<file path="config.mk">
export PLATFORM = sky130hd
export DESIGN_NAME = instr_feeder
export DESIGN_NICKNAME = d
export VERILOG_FILES = /design/src/rtl/instr_feeder.sv
export SDC_FILE = /design/constraint.sdc
export NUM_CORES = 1
export LEC_CHECK = 0
export ABC_CLOCK_PERIOD_IN_PS = 2800
export CAP_MARGIN = 20
export CORE_ASPECT_RATIO = 0.9
export CORE_UTILIZATION = 25
export CTS_CLUSTER_SIZE = 8
export DETAILED_ROUTE_END_ITERATION = 16
export DONT_BUFFER_PORTS = 1
export PLACE_DENSITY = 0.46
export SLEW_MARGIN = 20
export SYNTH_ARGS = -nofsm -noshare
export SYNTH_HDL_FRONTEND = slang
export SYNTH_SLANG_ARGS = --single-unit
</file>
<file path="constraint.sdc">
create_clock -name clk -period 2.8 [get_ports clk]
set_input_delay 0 -clock clk [delete_from_list [all_inputs] [get_ports clk]]
set_output_delay 0 -clock clk [all_outputs]
set_load 0.05 [all_outputs]
</file>
<file path="src/rtl/instr_feeder.sv">
// Program store and instruction streamer for the tiny core.
// It streams one word per clock and redirects on cjump with no bubble.
//
// state | meaning
// IDLE  | program may be loaded, waiting for start
// RUN   | streaming words, more remain after the one on instr
// TAIL  | the last program word is on instr
// HALT  | program finished or faulted, loads and start accepted
module instr_feeder #(
    parameter int IW    = 6,
    parameter int AW    = 4,
    parameter int DEPTH = 16
) (
    input  logic          clk,
    input  logic          rst,
    input  logic          load_valid,
    input  logic [AW-1:0] load_addr,
    input  logic [IW-1:0] load_data,
    input  logic          start,
    input  logic          cjump,
    input  logic [AW-1:0] jump_target,
    output logic [IW-1:0] instr,
    output logic          instr_valid,
    output logic [AW-1:0] pc,
    output logic          halted,
    output logic          fault
);

    typedef enum logic [1:0] {IDLE, RUN, TAIL, HALT} state_t;

    state_t        state, state_n;
    logic [IW-1:0] mem [DEPTH];
    logic [AW-1:0] prog_last, prog_last_n, pc_n;
    logic [IW-1:0] instr_n;
    logic          instr_valid_n, halted_n, fault_n;
    logic          mem_we, jump;

    always_ff @(posedge clk) begin
        if (rst) begin
            state       <= IDLE;
            pc          <= '0;
            instr       <= '0;
            instr_valid <= 1'b0;
            halted      <= 1'b0;
            fault       <= 1'b0;
            prog_last   <= '0;
        end else begin
            state       <= state_n;
            pc          <= pc_n;
            instr       <= instr_n;
            instr_valid <= instr_valid_n;
            halted      <= halted_n;
            fault       <= fault_n;
            prog_last   <= prog_last_n;
        end
    end

    // Program memory is deliberately outside reset so it survives rst.
    always_ff @(posedge clk) begin
        if (mem_we) begin
            mem[load_addr] <= load_data;
        end
    end

    always_comb begin
        state_n       = state;
        pc_n          = pc;
        instr_n       = instr;
        instr_valid_n = instr_valid;
        halted_n      = halted;
        fault_n       = fault;
        prog_last_n   = prog_last;
        mem_we        = 1'b0;
        jump          = cjump && instr_valid;

        case (state)
            IDLE, HALT: begin
                if (load_valid) begin
                    mem_we      = !rst;
                    prog_last_n = (load_addr > prog_last) ? load_addr : prog_last;
                    state_n     = IDLE;
                    halted_n    = 1'b0;
                    fault_n     = 1'b0;
                end else if (start) begin
                    instr_n       = mem[0];
                    instr_valid_n = 1'b1;
                    pc_n          = AW'(1);
                    halted_n      = 1'b0;
                    fault_n       = 1'b0;
                    state_n       = (prog_last == '0) ? TAIL : RUN;
                end
            end
            RUN, TAIL: begin
                if (jump) begin
                    if (jump_target <= prog_last) begin
                        instr_n = mem[jump_target];
                        pc_n    = jump_target + AW'(1);
                        state_n = (jump_target == prog_last) ? TAIL : RUN;
                    end else begin
                        instr_valid_n = 1'b0;
                        instr_n       = '0;
                        fault_n       = 1'b1;
                        halted_n      = 1'b1;
                        state_n       = HALT;
                    end
                end else if (state == RUN) begin
                    instr_n = mem[pc];
                    pc_n    = pc + AW'(1);
                    state_n = (pc == prog_last) ? TAIL : RUN;
                end else begin
                    instr_valid_n = 1'b0;
                    instr_n       = '0;
                    halted_n      = 1'b1;
                    state_n       = HALT;
                end
            end
            default: state_n = IDLE;
        endcase
    end

endmodule

</file>
==> results of run 1 <==
-- stage by stage --
step / instances / util
global placement: 723 / 0.272
finish: 770 / 0.304
global route: 770 / 0.304
floorplan: 425 / -
CTS: 770 / 0.304
detailed placement: 723 / 0.272
-- final cells by class --
type	instances	area, µm²
timing repair buffer	39	345
tap	302	378
fill	2314	16400
clock inverter	12	159
inverter	8	30.0
multi-input combinational	271	2470
clock buffer	19	433
sequential	119	3340
-- sequential cells by signal (all words and copies together) (netlist names), named ones only --
name,cells
fault,1
prog_last,4
instr_valid,1
halted,1
mem,96
instr,6
state,2
pc,4
-- final timing paths --
path	startpoint	endpoint
worst max-delay path	prog_last[1]$_SDFFE_PP0P_	instr[0]$_SDFFE_PP0P_
worst min-delay path	cjump	state[0]$_SDFFE_PP0P_
worst max register to register	prog_last[1]$_SDFFE_PP0P_	instr[0]$_SDFFE_PP0P_
worst min register to register	prog_last[3]$_SDFFE_PP0P_	prog_last[3]$_SDFFE_PP0P_
-- worst max-delay path, delay by kind of cell (launching register included) --
kind	cells	cell delay [ps]
AOI/OAI and AO/OA	3	990
DFF	1	420
buffers and inverters	1	110
and+or+nand+nor	3	370
adders and majority gates	1	300
-- synthesized netlist by cell type (7+ instances only) --
cell and instances:
edfxtp_1 96, inv_1 8, mux2i_1 59, buf_2 8, ha_1 10, a21oi_1 13
a311oi_1 7, a22oi_1 30, dfxtp_1 23, mux4_1 14, nor2_1 26, mux4_2 10
nand2_1 30, a221oi_2 11
-- metal layers --
metal	part of all wire	routed length (µm)	track usage
met1	0.44	7470	0.186
met2	0.48	8110	0.238
met3	0.066	1110	0.0349
met4	0.0099	167	0.0463
met5	0	0	0
-- report_power, final --
| group | switching (mW) | internal [mW] |
|---|---|---|
| Clock | 0.756 | 1.47 |
| Sequential | 0.222 | 2.01 |
| Combinational | 0.708 | 0.527 |
| Total | 1.69 | 4.00 |
-- what timing repair did --
| item | CTS | global route |
|---|---|---|
| hold endpoints to repair | 143 | 0 |
| hold buffers | 16 | 0 |
| resized for setup | 0 | 0 |
-- logic make-up (layout without fill, tap and decap cells) --
family                     after synthesis  after routing
adders and majority gates               10             10
AOI/OAI and AO/OA                       80             80
buffers and inverters                   35             78
muxes                                   84             84
and+or+nand+nor                         90             90
DFF                                    119            119
xor gates and xnor gates                 7              7
==> results.cfg, run 1 <==
[outcome]
status = finished, violations left
violations = DRC

[yosys]
synth_area_leaders = edfxtp_1 (48%), mux2i_1 (9.8%), dfxtp_1 (7.6%), mux4_1 (6.1%), a22oi_1 (3.7%)
ys_seq_area_frac = 0.553
synth_compound_area_frac = 0.108
ys.flop_type = edfxtp_1
synthesis.nets = 454
yosysWarnings = 0
synth_edf_count = 96
yosys.area_share.simple = 0.0718
syn_area_um2 = 6040
synth_top_family_by_area = multiplexers
syn_area_per_cell_um2 = 14.2
synth_top_cell_by_area = edfxtp_1
async_flop_share = 0
synth_cell_types = 45
synthXorXnorAreaFrac = 0.0101
synth_top_area_share = 0.477
muxShareOfSynthArea = 0.198
ys_ff_latch = 119
synthCells = 425
synth-adder-area-share = 0.0207

[clock_network]
cts_inserted_buffers = 17
htreeDepth = 4
cts_tree = yes
cts_num_sinks = 119
postCtsSetupRepairBufs = 0
clk_latency_ps = 410
cts-root-buf = clkbuf_16
clkTransAtPathRegs_ps = 50
cts_buffer_depth = 2

[global_routing]
grt_pass1_wl_mm = 25.6
grt_pass1_vias = 4060
groute.usage.overall = 0.144
antenna_found_initial = 0
grt-ovfl-total = 0
grt_max_degree = 36

[cells_and_area]
antenna_cells = 0
mostFrequentLayoutCells = edfxtp_1 (96), mux2i_1 (59), nand2_1 (30), a22oi_1 (30), nor2_1 (26)
areaGrowthSynthToFinish_pct = 18.4
stdcell_area_um2 = 7160
mostFrequentLayoutCell = edfxtp_1
fin_nets = 485
layout-drive-gt1-share = 0.162

[sta]
relSlewSlack = 0.321
clock_skew_ps = 7.15
finalCriticalPeriod_ps = 2290
tightest_slew_ps = 1020
fin_setup_tns_ps = 0
rsz0062_at_grt = false
timing.final.max_slew_violations = 0
fin_ws_ps = 507
hold_viol = 0
fmaxAchievable_mhz = 436
post-route-period-util = 0.819
setup_violations = 0
hold_slack_ps = 20.0

[die]
die_w_um = 166
start_util = 0.257
floorplan.io_pins = 32
dieArea_um2 = 24800
chipHeight_um = 150
rows = 53
coreArea_um2 = 23500

[power_and_ir_drop]
peakVddDrop_mv = 0.401
p_leak_nw = 2.39
p_total_mw = 5.69
p_per_area_nw_per_um2 = 795

[routing]
routed_wl_mm = 16.9
ant_nets = 0
first_pass_iters = 11
drc = 2
vias = 3801
wl_per_cell_um = 21.9
vias_per_cell = 4.94
initialDrtViolationCount = 264

[worst_setup_path]
critPathKind = register to register
max_stage_delay_ps = 500
crit_fanout = 6
crit_required_ps = 3120
cp_common_cell = nand2_1
critical-path-slowest-cell = a21oi_1
startpoint_type = register
worst-r2r-setup-slack_ps = 510
crit_chain = inv_1, ha_1, nor2b_4, o211ai_1, nand2_1, a21oi_1, nand2_1, a221oi_2
ff2ff_path_depth = 8
endpoint_kind = register
critPathArrivalTime_ps = 2610

[worst_hold_path]
min_delay_path_depth = 4
hold_path_class = input port to register

[place]
io_buffer_count = 0
post_dp_cell_area_um2 = 6410
place_hpwl_mm = 11.7
dpl_worst_slack_ps = 540
gp_congestion = 0.770

[flow_run]
drv_cap = 0
Note: power is estimated with default switching activity, not from simulation.
==> run 2, diff against run 1 <==
Settings changed: ABC_CLOCK_PERIOD_IN_PS 2800 to 1900, PLACE_DENSITY 0.46 to 0.48.
Clock period 2.8 ns to 1.9 ns, I/O delays scaled along.
==> run 2 against run 1 <==
Compared with the run above: the run still ends with DRC left; fmax increased by 25%; combinational power up 110%; final cell count increased by 4.5%; critical path type unchanged; clock power rose by 50%; hold slack got worse by 2.6 ps; utilization increased by 2.1 points; sequential share of layout area shrank 3.0 points; non-clock buffer count grew 35; total power grew 59%.
==> results.cfg, run 2 (synthesis gave the netlist of run 1 again) <==
[power_and_ir_drop]
clkPwrFrac = 0.370
peakVddDrop_mv = 0.654
p_comb_frac = 0.292
p_switching_mw = 2.74
power.share.switching = 0.304
internal-power_mw = 6.29
sequentialPowerShare = 0.339
p_leak_nw = 2.61
p_per_area_nw_per_um2 = 1180

[sta]
fin_setup_tns_ps = 0
setup_violations = 0
tightest_slew_ps = 758
finalCriticalPeriod_ps = 1840
clock_skew_ps = 9.13
timing.final.max_slew_violations = 0
hold_viol = 0
fmaxAchievable_mhz = 543
fin_ws_ps = 58.9
relSlewSlack = 0.493
post-route-period-util = 0.969
rsz0062_at_grt = true

[die]
die_w_um = 166
coreArea_um2 = 23500
dieArea_um2 = 24800
rows = 53
floorplan.io_pins = 32
start_util = 0.257
chipHeight_um = 150

[cells_and_area]
largest_register = mem
mostFrequentLayoutCell = edfxtp_1
final_util = 0.325
reg_top3 = mem x96, instr x6
antenna_cells = 0
areaGrowthSynthToFinish_pct = 26.5
mostFrequentLayoutCells = edfxtp_1 (96), mux2i_1 (57), buf_4 (51)
layout.cells.non_filler = 805
largest_reg_flops = 96
stdcell_area_um2 = 7650
regArea_um2 = 3350
fin_nets = 520
multi_input_area_um2 = 2600
fill_cells = 2284
layout-drive-gt1-share = 0.264

[global_routing]
grt_max_degree = 28
grt_pass1_wl_mm = 26.0
grt_pass1_vias = 4002
antenna_found_initial = 0
groute.usage.overall = 0.146
grt-ovfl-total = 0

[routing]
vias_per_cell = 5.10
ant_nets = 0
routed_wl_mm = 17.9
vias = 4102
initialDrtViolationCount = 503
wl_per_cell_um = 22.3
first_pass_iters = 11
drc = 4

[place]
post_dp_cell_area_um2 = 6690
dpl_worst_slack_ps = -48.5
gp_congestion = 0.831
io_buffer_count = 0
place_hpwl_mm = 11.9
place_inst = 754

[outcome]
status = finished, violations left
violations = DRC

[clock_network]
cts_buffer_depth = 2
cts_num_sinks = 119
htreeDepth = 4
clkTransAtPathRegs_ps = 50
cts_inserted_buffers = 17
clk_latency_ps = 420
cts-root-buf = clkbuf_16
cts_tree = yes

[worst_setup_path]
critPathKind = register to register
crit_required_ps = 2180
worst-r2r-setup-slack_ps = 60
endpoint_kind = register
crit_fanout = 22
startpoint_type = register
critPathArrivalTime_ps = 2120

[worst_hold_path]
hold_path.startpoint = start
hold_path_class = input port to register

[flow_run]
drv_cap = 0
## run 2: cell types whose count changed in the layout (fill, tap and decap cells not counted), moves of 2 or more
cell      change
buf_4        +29
clkinv_4      +4
nor3_1        -4
clkinv_2      -3
ha_1          -3
ha_4          +3
nor3_2        +3
buf_12        +2
buf_6         +2
clkinv_1      -2
mux2i_1       -2
mux2i_2       +2
nand3_1       -2
nand3_2       +2
## run 2: final cells by class
| cell class | count | area share |
|---|---|---|
| multi-input cells | 271 | 0.340 |
| well taps | 302 | 0.0494 |
| flip-flops and latches | 119 | 0.438 |
| inverters | 8 | 0.00393 |
| repair buffers | 74 | 0.0887 |
| clock buffers | 19 | 0.0566 |
| clock inverters | 12 | 0.0234 |
## run 2: power groups by stage
stage	sequential, mW	combinational [mW]	clock (mW)
6_report	3.06	2.63	3.34
4_1_cts	3.05	2.40	3.38
3_3_place_gp	3.10	2.29	0
3_5_place_dp	3.10	2.31	0
2_1_floorplan	3.32	1.47	0
5_1_grt	3.07	2.78	3.49
## run 2: stage by stage
step | total power [mW] | hold WS [ps]
after floorplan | 4.79 | 98.9
after global placement | 5.39 | 70.2
after detailed placement | 5.41 | 71.5
after CTS | 8.83 | -369
after global routing | 9.34 | 45.8
final | 9.03 | 17.4
## run 2: repair_timing
action	4_1_cts	5_1_grt
gates resized for setup	2	19
pin swaps	3	14
setup endpoints to repair	3	63
cloned	0	1
hold endpoints to repair	143	29
hold buffers	10	7
setup buffers	1	1
## run 2: worst paths after layout
| kind | to | depth (start not counted) |
|---|---|---|
| worst max-delay path | instr[5]$_SDFFE_PP0P_ | 6 |
| worst min-delay path | state[1]$_SDFFE_PP0P_ | 3 |
| worst max register to register | instr[5]$_SDFFE_PP0P_ | 6 |
| worst min register to register | halted$_SDFFE_PP0P_ | 2 |
## run 2: critical path: stages (launching register included)
cell,delay (ps)
dfxtp_2,340
buf_12,220
buf_12,160
mux2i_1,370
a221oi_4,140
a311oi_2,370
a221oi_2,100
## run 2: metal layers
metal,global-route usage,share of wire,vias to the layer above
li1,-,-,1841
met1,0.194,0.45,2081
met2,0.222,0.46,162
met3,0.0495,0.077,18
met4,0.0463,0.014,0
met5,0,0,-
==> run 3, diff against run 2 <==
Settings changed: CORE_ASPECT_RATIO 0.9 to 0.7, MAX_ROUTING_LAYER set to met4.
==> run 3 against run 2 <==
Compared with the run above: the flow finishes with violations (hold timing); count of clock-buffer cells in the layout increased by 9; sequential share of layout area decreased by 0.11 points; non-clock buffer count increased by 4; routed wire length increased by 1.7%; setup slack got worse by 48 ps.
==> results.cfg, run 3 (synthesis gave the netlist of run 1 again) <==
[worst_setup_path]
cp.depth = 9
critPathKind = register to register
startpoint = prog_last[1]$_SDFFE_PP0P_
crit_buf_inv = 2
crit_family = compound AO/OA/AOI/OAI gates
critical-path-slowest-cell = dfxtp_2
ff2ff_path_depth = 9
crit_fanout = 6
critPathArrivalTime_ps = 2170
crit_chain = inv_2, ha_4, nor2b_4, o211ai_1, a21oi_2, nor3_4, buf_4, nor3b_2, a211oi_1
max_stage_delay_ps = 330
startpoint_type = register
r2r_end = pc[0]$_SDFFE_PP0P_
r2r_start = prog_last[1]$_SDFFE_PP0P_
endpoint_kind = register
worst-r2r-setup-slack_ps = 10
crit_required_ps = 2180
endpoint = pc[0]$_SDFFE_PP0P_

[routing]
routed_wl_mm = 18.2
vias = 4101
first_pass_iters = 6
initialDrtViolationCount = 406
dr_wl_met3_mm = 1.22
ant_nets = 0
wl_met1_mm = 9.08
drc = 0
vias_per_cell = 4.96
wl_met2_mm = 7.64
wl_per_cell_um = 22.1
top_layer_used = met4

[sta]
hold_viol = 1
fmaxAchievable_mhz = 529
clock_skew_ps = 11.4
post-route-period-util = 0.994
tightest_slew_ps = 725
hold_slack_ps = -11.7
timing.final.max_slew_violations = 0
finalCriticalPeriod_ps = 1890
rsz0062_at_grt = true
fin_setup_tns_ps = 0
setup_violations = 0
fin_ws_ps = 11.1
relSlewSlack = 0.515

[cells_and_area]
regArea_um2 = 3350
largest_reg_flops = 96
fill_cells = 2320
mostFrequentLayoutCell = edfxtp_1
stdcell_area_um2 = 7670
mostFrequentLayoutCells = edfxtp_1 (96), mux2i_1 (59), buf_4 (57)
layout-drive-gt1-share = 0.274
fin_nets = 524
reg_top3 = mem x96, instr x6
largest_register = mem
multi_input_area_um2 = 2580
areaGrowthSynthToFinish_pct = 26.8
antenna_cells = 0

[place]
place_hpwl_mm = 12.5
post_dp_cell_area_um2 = 6740
gp_congestion = 0.868
dpl_worst_slack_ps = -47.9
io_buffer_count = 0

[die]
dieArea_um2 = 24800
rows = 47
die_w_um = 188
start_util = 0.255
coreArea_um2 = 23700
chipHeight_um = 132
floorplan.io_pins = 32

[flow_run]
drv_cap = 0

[clock_network]
htreeDepth = 4
cts_buffer_depth = 2
cts_tree = yes
clkTransAtPathRegs_ps = 60
cts_inserted_buffers = 17
clk_latency_ps = 420
cts_num_sinks = 119
cts-root-buf = clkbuf_16

[outcome]
violations = hold timing
status = finished, violations left

[power_and_ir_drop]
p_total_mw = 8.88
peakVddDrop_mv = 0.522
p_per_area_nw_per_um2 = 1160
p_leak_nw = 2.66

[global_routing]
grt_pass1_vias = 4159
grt_max_degree = 28
groute.usage.overall = 0.159
antenna_found_initial = 0
grt_pass1_wl_mm = 27.3
grt-ovfl-total = 0

[worst_hold_path]
hold_path_class = input port to register
run 3: area by class of cell:
type,count,area share
tap,318,0.0519
sequential,119,0.436
inverter,8,0.00392
timing repair buffer,78,0.0886
clock inverter,4,0.00261
clock buffer,28,0.0800
multi-input combinational,271,0.337
run 3: worst min-delay path by stage:
stage	slack (ps)	cells after the start	from	end
after floorplan	100	0	load_data[0]	mem[0][0]$_DFFE_PP_
after global placement	70	1	rst	instr[1]$_SDFFE_PP0P_
after detailed placement	70	1	rst	instr[2]$_SDFFE_PP0P_
after CTS	20	3	jump_target[3]	state[1]$_SDFFE_PP0P_
after global routing	20	3	jump_target[3]	state[1]$_SDFFE_PP0P_
final	-10	3	jump_target[3]	state[1]$_SDFFE_PP0P_
run 3: report_power, final:
| part | switching [mW] | internal (mW) |
|---|---|---|
| combinational | 1.43 | 1.06 |
| sequential | 0.109 | 2.97 |
| clock | 1.12 | 2.19 |
run 3: worst min-delay path, stage by stage:
cell      delay [ps]
ha_4             110
o311ai_0         130
a21oi_1          130
run 3: metrics by stage:
step	cells	util
global placement	773	0.284
CTS	822	0.319
global route	826	0.323
finish	826	0.323
detailed placement	773	0.284
floorplan	425	-
run 3: layer usage:
layer	GRT usage	up-vias
met4	0.0533	0
li1	-	1848
met5	-	-
met1	0.232	2099
met2	0.207	132
met3	0.0423	22
run 3: timing repair:
item,in CTS,in global routing
setup endpoints to repair,68,79
pin swaps,1,11
setup buffers,0,4
hold buffers,17,0
hold endpoints to repair,143,0
gates resized for setup,2,16
